===== src/rtl/fpsr_pkg.sv =====
// Shared definitions for the first-person-second-row game: lecture FSM
// state encoding and the default timing constants.
package fpsr_pkg;

  typedef enum logic [1:0] {
    ST_IDLE  = 2'd0,
    ST_RUN   = 2'd1,
    ST_PAUSE = 2'd2,
    ST_DONE  = 2'd3
  } state_e;

  // 2^26 cycles at 100 MHz is roughly 0.67 s per game minute
  localparam int unsigned DEF_TICK_CYCLES = 67_108_864;
  localparam int unsigned DEF_MAX_MIN     = 75;
  localparam int unsigned DEF_QUIZ_PERIOD = 15;

endpackage


===== src/rtl/bcd_digit_counter.sv =====
// One decimal digit: counts 0..9 on enable, carries out on the 9->0 wrap.
module bcd_digit_counter (
  input  logic       clk,
  input  logic       rst_n,
  input  logic       clr,
  input  logic       en,
  output logic [3:0] digit,
  output logic       carry
);

  // carry is combinational so the next digit advances on the same edge
  assign carry = en && (digit == 4'd9);

  always_ff @(posedge clk or negedge rst_n) begin
    if (!rst_n) begin
      digit <= 4'd0;
    end else if (clr) begin
      digit <= 4'd0;
    end else if (en) begin
      digit <= carry ? 4'd0 : digit + 4'd1;
    end
  end

endmodule


===== src/rtl/lecture_timer.sv =====
// Lecture clock: prescales Clk into game minutes, counts them in binary and
// BCD, freezes on pause and flags quiz-due and end-of-lecture events.
module lecture_timer
  import fpsr_pkg::*;
#(
  parameter int unsigned TICK_CYCLES = DEF_TICK_CYCLES,
  parameter int unsigned MAX_MIN     = DEF_MAX_MIN,
  parameter int unsigned QUIZ_PERIOD = DEF_QUIZ_PERIOD
) (
  input  logic       Clk,
  input  logic       Reset_n,
  input  logic       clear,
  input  logic       start,
  input  logic       pause,
  output logic [7:0] minutes,
  output logic [3:0] min_tens,
  output logic [3:0] min_ones,
  output logic       tick,
  output logic       quiz_due,
  output logic       running,
  output logic       class_over,
  output state_e     fsm_state
);

  localparam int              PW         = $clog2(TICK_CYCLES);
  localparam logic [PW-1:0]   PRESC_TERM = PW'(TICK_CYCLES - 1);
  localparam logic [PW-1:0]   PRESC_ONE  = PW'(1);
  localparam logic [7:0]      LAST_MIN   = 8'(MAX_MIN - 1);
  localparam logic [6:0]      QUIZ_LAST  = 7'(QUIZ_PERIOD - 1);

  state_e        state;
  state_e        state_next;
  logic [PW-1:0] presc;
  logic [6:0]    quiz_cnt;
  logic          count_en;
  logic          inc;
  logic          last_min;
  logic          ones_carry;
  logic          tens_carry;

  // The resume edge out of PAUSE counts too, so a P-cycle pause shifts
  // every later tick by exactly P cycles.
  assign count_en = !clear && !pause && (state == ST_RUN || state == ST_PAUSE);
  assign inc      = count_en && (presc == PRESC_TERM);
  assign last_min = (minutes == LAST_MIN);

  // ---------------- FSM: state register ----------------
  always_ff @(posedge Clk or negedge Reset_n) begin
    if (!Reset_n) begin
      state <= ST_IDLE;
    end else begin
      state <= state_next;
    end
  end

  // ---------------- FSM: next state ----------------
  always_comb begin
    state_next = state;
    if (clear) begin
      state_next = ST_IDLE;
    end else begin
      case (state)
        ST_IDLE: begin
          if (start) state_next = ST_RUN;
        end
        ST_RUN, ST_PAUSE: begin
          if (pause)                 state_next = ST_PAUSE;
          else if (inc && last_min)  state_next = ST_DONE;
          else                       state_next = ST_RUN;
        end
        ST_DONE: state_next = ST_DONE;
        default: state_next = ST_IDLE;
      endcase
    end
  end

  // ---------------- FSM: outputs ----------------
  always_comb begin
    running    = 1'b0;
    class_over = 1'b0;
    case (state)
      ST_RUN:  running    = 1'b1;
      ST_DONE: class_over = 1'b1;
      default: ;
    endcase
  end

  assign fsm_state = state;

  // ---------------- prescaler, minute and quiz counters ----------------
  always_ff @(posedge Clk or negedge Reset_n) begin
    if (!Reset_n) begin
      presc    <= '0;
      minutes  <= 8'd0;
      quiz_cnt <= 7'd0;
      tick     <= 1'b0;
      quiz_due <= 1'b0;
    end else if (clear) begin
      presc    <= '0;
      minutes  <= 8'd0;
      quiz_cnt <= 7'd0;
      tick     <= 1'b0;
      quiz_due <= 1'b0;
    end else begin
      tick     <= inc;
      // reaching the last minute ends the lecture instead of calling a quiz
      quiz_due <= inc && (quiz_cnt == QUIZ_LAST) && !last_min;
      if (count_en) begin
        presc <= (presc == PRESC_TERM) ? '0 : presc + PRESC_ONE;
      end
      if (inc) begin
        minutes  <= minutes + 8'd1;
        quiz_cnt <= (quiz_cnt == QUIZ_LAST) ? 7'd0 : quiz_cnt + 7'd1;
      end
    end
  end

  // ---------------- BCD digits, chained ones -> tens ----------------
  bcd_digit_counter u_ones (
    .clk   (Clk),
    .rst_n (Reset_n),
    .clr   (clear),
    .en    (inc),
    .digit (min_ones),
    .carry (ones_carry)
  );

  bcd_digit_counter u_tens (
    .clk   (Clk),
    .rst_n (Reset_n),
    .clr   (clear),
    .en    (ones_carry),
    .digit (min_tens),
    .carry (tens_carry)
  );

  // minutes never pass 99, so the tens carry has no consumer
  logic unused_tens_carry;
  assign unused_tens_carry = tens_carry;

endmodule


===== config.mk =====
export PLATFORM = sky130hd
export DESIGN_NAME = lecture_timer
export DESIGN_NICKNAME = d
export VERILOG_FILES = /design/src/rtl/fpsr_pkg.sv /design/src/rtl/bcd_digit_counter.sv /design/src/rtl/lecture_timer.sv
export SDC_FILE = /design/constraint.sdc
export NUM_CORES = 1
export LEC_CHECK = 0
export CAP_MARGIN = 20
export CORE_MARGIN = 2
export CORE_UTILIZATION = 30
export CTS_BUF_LIST = sky130_fd_sc_hd__clkbuf_4 sky130_fd_sc_hd__clkbuf_8 sky130_fd_sc_hd__clkbuf_16
export DETAILED_ROUTE_END_ITERATION = 10
export HOLD_SLACK_MARGIN = 0.06
export PLACE_DENSITY_LB_ADDON = 0.05
export SYNTH_ARGS = -nofsm -noshare
export SYNTH_HDL_FRONTEND = slang
export SYNTH_SLANG_ARGS = --single-unit
export TNS_END_PERCENT = 100

===== constraint.sdc =====
create_clock -name Clk -period 2.9 [get_ports Clk]
set_input_delay 0.725 -clock Clk [delete_from_list [all_inputs] [get_ports Clk]]
set_output_delay 0.725 -clock Clk [all_outputs]
set_load 0.05 [all_outputs]

==> impl_metrics.ini <==
[route]
dr.first_iter.drc_count = 68
route.vias.total = 2539
drc = 0
ant_nets = 0
first_pass_iters = 4
wire_per_inst_microns = 15.1
wirelength_mm = 7.55
vias_per_cell = 5.08

[synth]
synth-async-reset-ratio_pct = 100
synth_cells = 335
syn_area_sq_um = 3010
postSynthAreaPerCell_sq_um = 8.98
ys_warn_count = 0
synth_nets = 353
synth-edff-count = 0
synth_flop_cell = dfrtp_1
yosysSeqAreaShare_pct = 44.1
synth_seq_cells = 53
ys_types = 45

[setup_path]
crit_chain = inv_1 > ha_1 > clkdlybuf4s50_1
crit_family = buffers and inverters
cp_slowest_cell = clkdlybuf4s50_1
end_kind = output port
cp-start-kind = register
slowest_delay_ps = 810
worst-endpoint-arrival_ps = 1850
critPathKind = register to output port
worst-path-buf-inv = 2
cp_max_fo = 4
crit_required_ps = 2170

[global_routing]
antenna_found_initial = 0
busiest_layer = met2
grt.overflow.total = 0
use_met3_pct = 2.38
first_global_vias = 2431
track_usage_pct = 14.5
grtUsageMet2_pct = 22.4
grt_first_pass_wirelength_mm = 12.9
grt_use_met1_pct = 21.2
grt_max_degree = 54

[cts]
root_buffer = clkbuf_8
cts.sinks = 53
clk_latency_ps = 310
post_cts_resized = 0
cts_max_level = 2
clkSlewWorstSetupHoldPaths_ps = 100
clockBufferDepth = 2
postCtsHoldBufs = 0
cts_buffers = 5
cts_setup_buffers = 0
cts_tree = done

[sta]
slew_headroom_pct = 52.0
setup_violations = 0
setup_tns_ps = 0
post-route-min-period_ps = 2570
fmax_mhz = 389
worst_pin_slew_ps = 717
fin_skew_ps = 13.3
maxSlewViolCount = 0
period_share_pct = 88.7
rsz0062_at_grt = false
finalHoldViolations = 0

[floorplan]
start_util_pct = 30.8
die_w_microns = 104
rows = 36
die_area_sq_um = 10800
die_h_microns = 104
core_area_sq_um = 9770
num_io_pins = 27

[pwr]
swShare_pct = 24.2
power.switching_uw = 358
p_comb_share_pct = 8.4
p_clk_share_pct = 41.1
seqPwrFrac_pct = 50.5
powerDensity_nw_per_um2 = 412
peakVddDrop_v = 0.000185
p_leak_uw = 0.00150
p_int_uw = 1120

[layout]
final_cell_mix = dfrtp_1, nand2_1, nor2_1, nand3_1, clkdlybuf4s50_1
final_layout_size_suffix_gt1_share_pct = 8.17
synthToLayoutAreaGrowth_pct = 19.5
fin_area_sq_um = 3600
layout.cells.most_common = dfrtp_1
diodes = 0
nNetsFinal = 384

[place]
io_buffers = 26
postPlaceCellArea_sq_um = 3460
hpwl_mm = 5.22
gp_congestion = 0.743

[outcome]
status = finished clean

[flow_run]
maxCapViolCount = 0

[worst_hold_path]
hp-class = input pin to async pin
==> metal layers <==
layer  wire length [microns]  share of wire, %  up-vias
li1                        -                 -     1263
met1                    3830                51     1236
met2                    3430                45       34
met3                     212               2.8        6
met4                      68              0.90        0
met5                       0                 0        -
==> sequential cells by signal, summed over array words and instances, names as in the netlist <==
signal,cells
quiz_cnt,7
u_ones.digit,4
minutes,8
presc,26
fsm_state,2
u_tens.digit,4
quiz_due,1
tick,1
==> worst reg2reg max path: stages (launching register included) <==
cell and delay, ps:
dfrtp_1 460, nand4_1 270, nor4_1 580, nand3_1 410, or4_1 570, a21oi_1 150
==> final timing paths <==
check / from / to / slack, ps / depth (start not counted)
min in group Clk: presc[11] / presc[11] / 520 / 1
min reg2reg: presc[11] / presc[11] / 520 / 1
max in group asynchronous: Reset_n / quiz_cnt[3] / 2230 / 2
max: fsm_state[1] / running / 330 / 3
min: Reset_n / quiz_cnt[4] / 390 / 2
max reg2reg: presc[17] / u_ones.digit[2] / 390 / 5
==> Yosys cell counts (8+ instances only) <==
cell type | count | share of area [%]
and3_1 | 9 | 1.9
xor2_1 | 8 | 2.3
nor3_1 | 8 | 1.3
clkbuf_1 | 8 | 1.0
or3_1 | 11 | 2.3
nor2_1 | 27 | 3.4
nand3_1 | 27 | 4.5
a21oi_1 | 23 | 3.8
nand2_1 | 36 | 4.5
o21ai_0 | 21 | 3.5
dfrtp_1 | 53 | 44
ha_1 | 13 | 5.4
inv_1 | 14 | 1.7
==> per-stage QoR <==
step	hold slack [ps]	cells	utilization [%]	worst slack, ps	power (uW)
global placement	502	492	35.4	168	891
CTS	409	500	36.8	296	1510
floorplan	429	335	-	485	834
finish	386	500	36.8	326	1480
detailed placement	511	492	35.4	150	892
global route	423	500	36.8	154	1540
==> area by class of cell <==
type | count | area, sq um
Inverter | 14 | 52.6
Clock buffer | 5 | 68.8
Clock inverter | 3 | 65.1
Timing Repair Buffer | 35 | 335
Fill cell | 1009 | 6180
Tap cell | 133 | 166
Multi-Input combinational cell | 257 | 1580
Sequential cell | 53 | 1330
==> power by group through the flow <==
stage               Sequential, uW  Clock [uW]  Combinational (uW)
floorplan                      771           0                63.0
global placement               764           0                 127
detailed placement             764           0                 128
CTS                            750         629                 128
global route                   751         650                 140
finish                         749         609                 125
==> logic make-up after synthesis <==
group / after synthesis / synth area share, %
AOI/OAI and AO/OA: 67 / 13.0
xor gates and xnor gates: 13 / 3.78
adders and majority gates: 13 / 5.41
buffers and inverters: 25 / 3.33
DFF: 53 / 44.1
muxes: 3 / 1.04
and+or+nand+nor: 161 / 29.4
(Power assumes the default switching activity.)
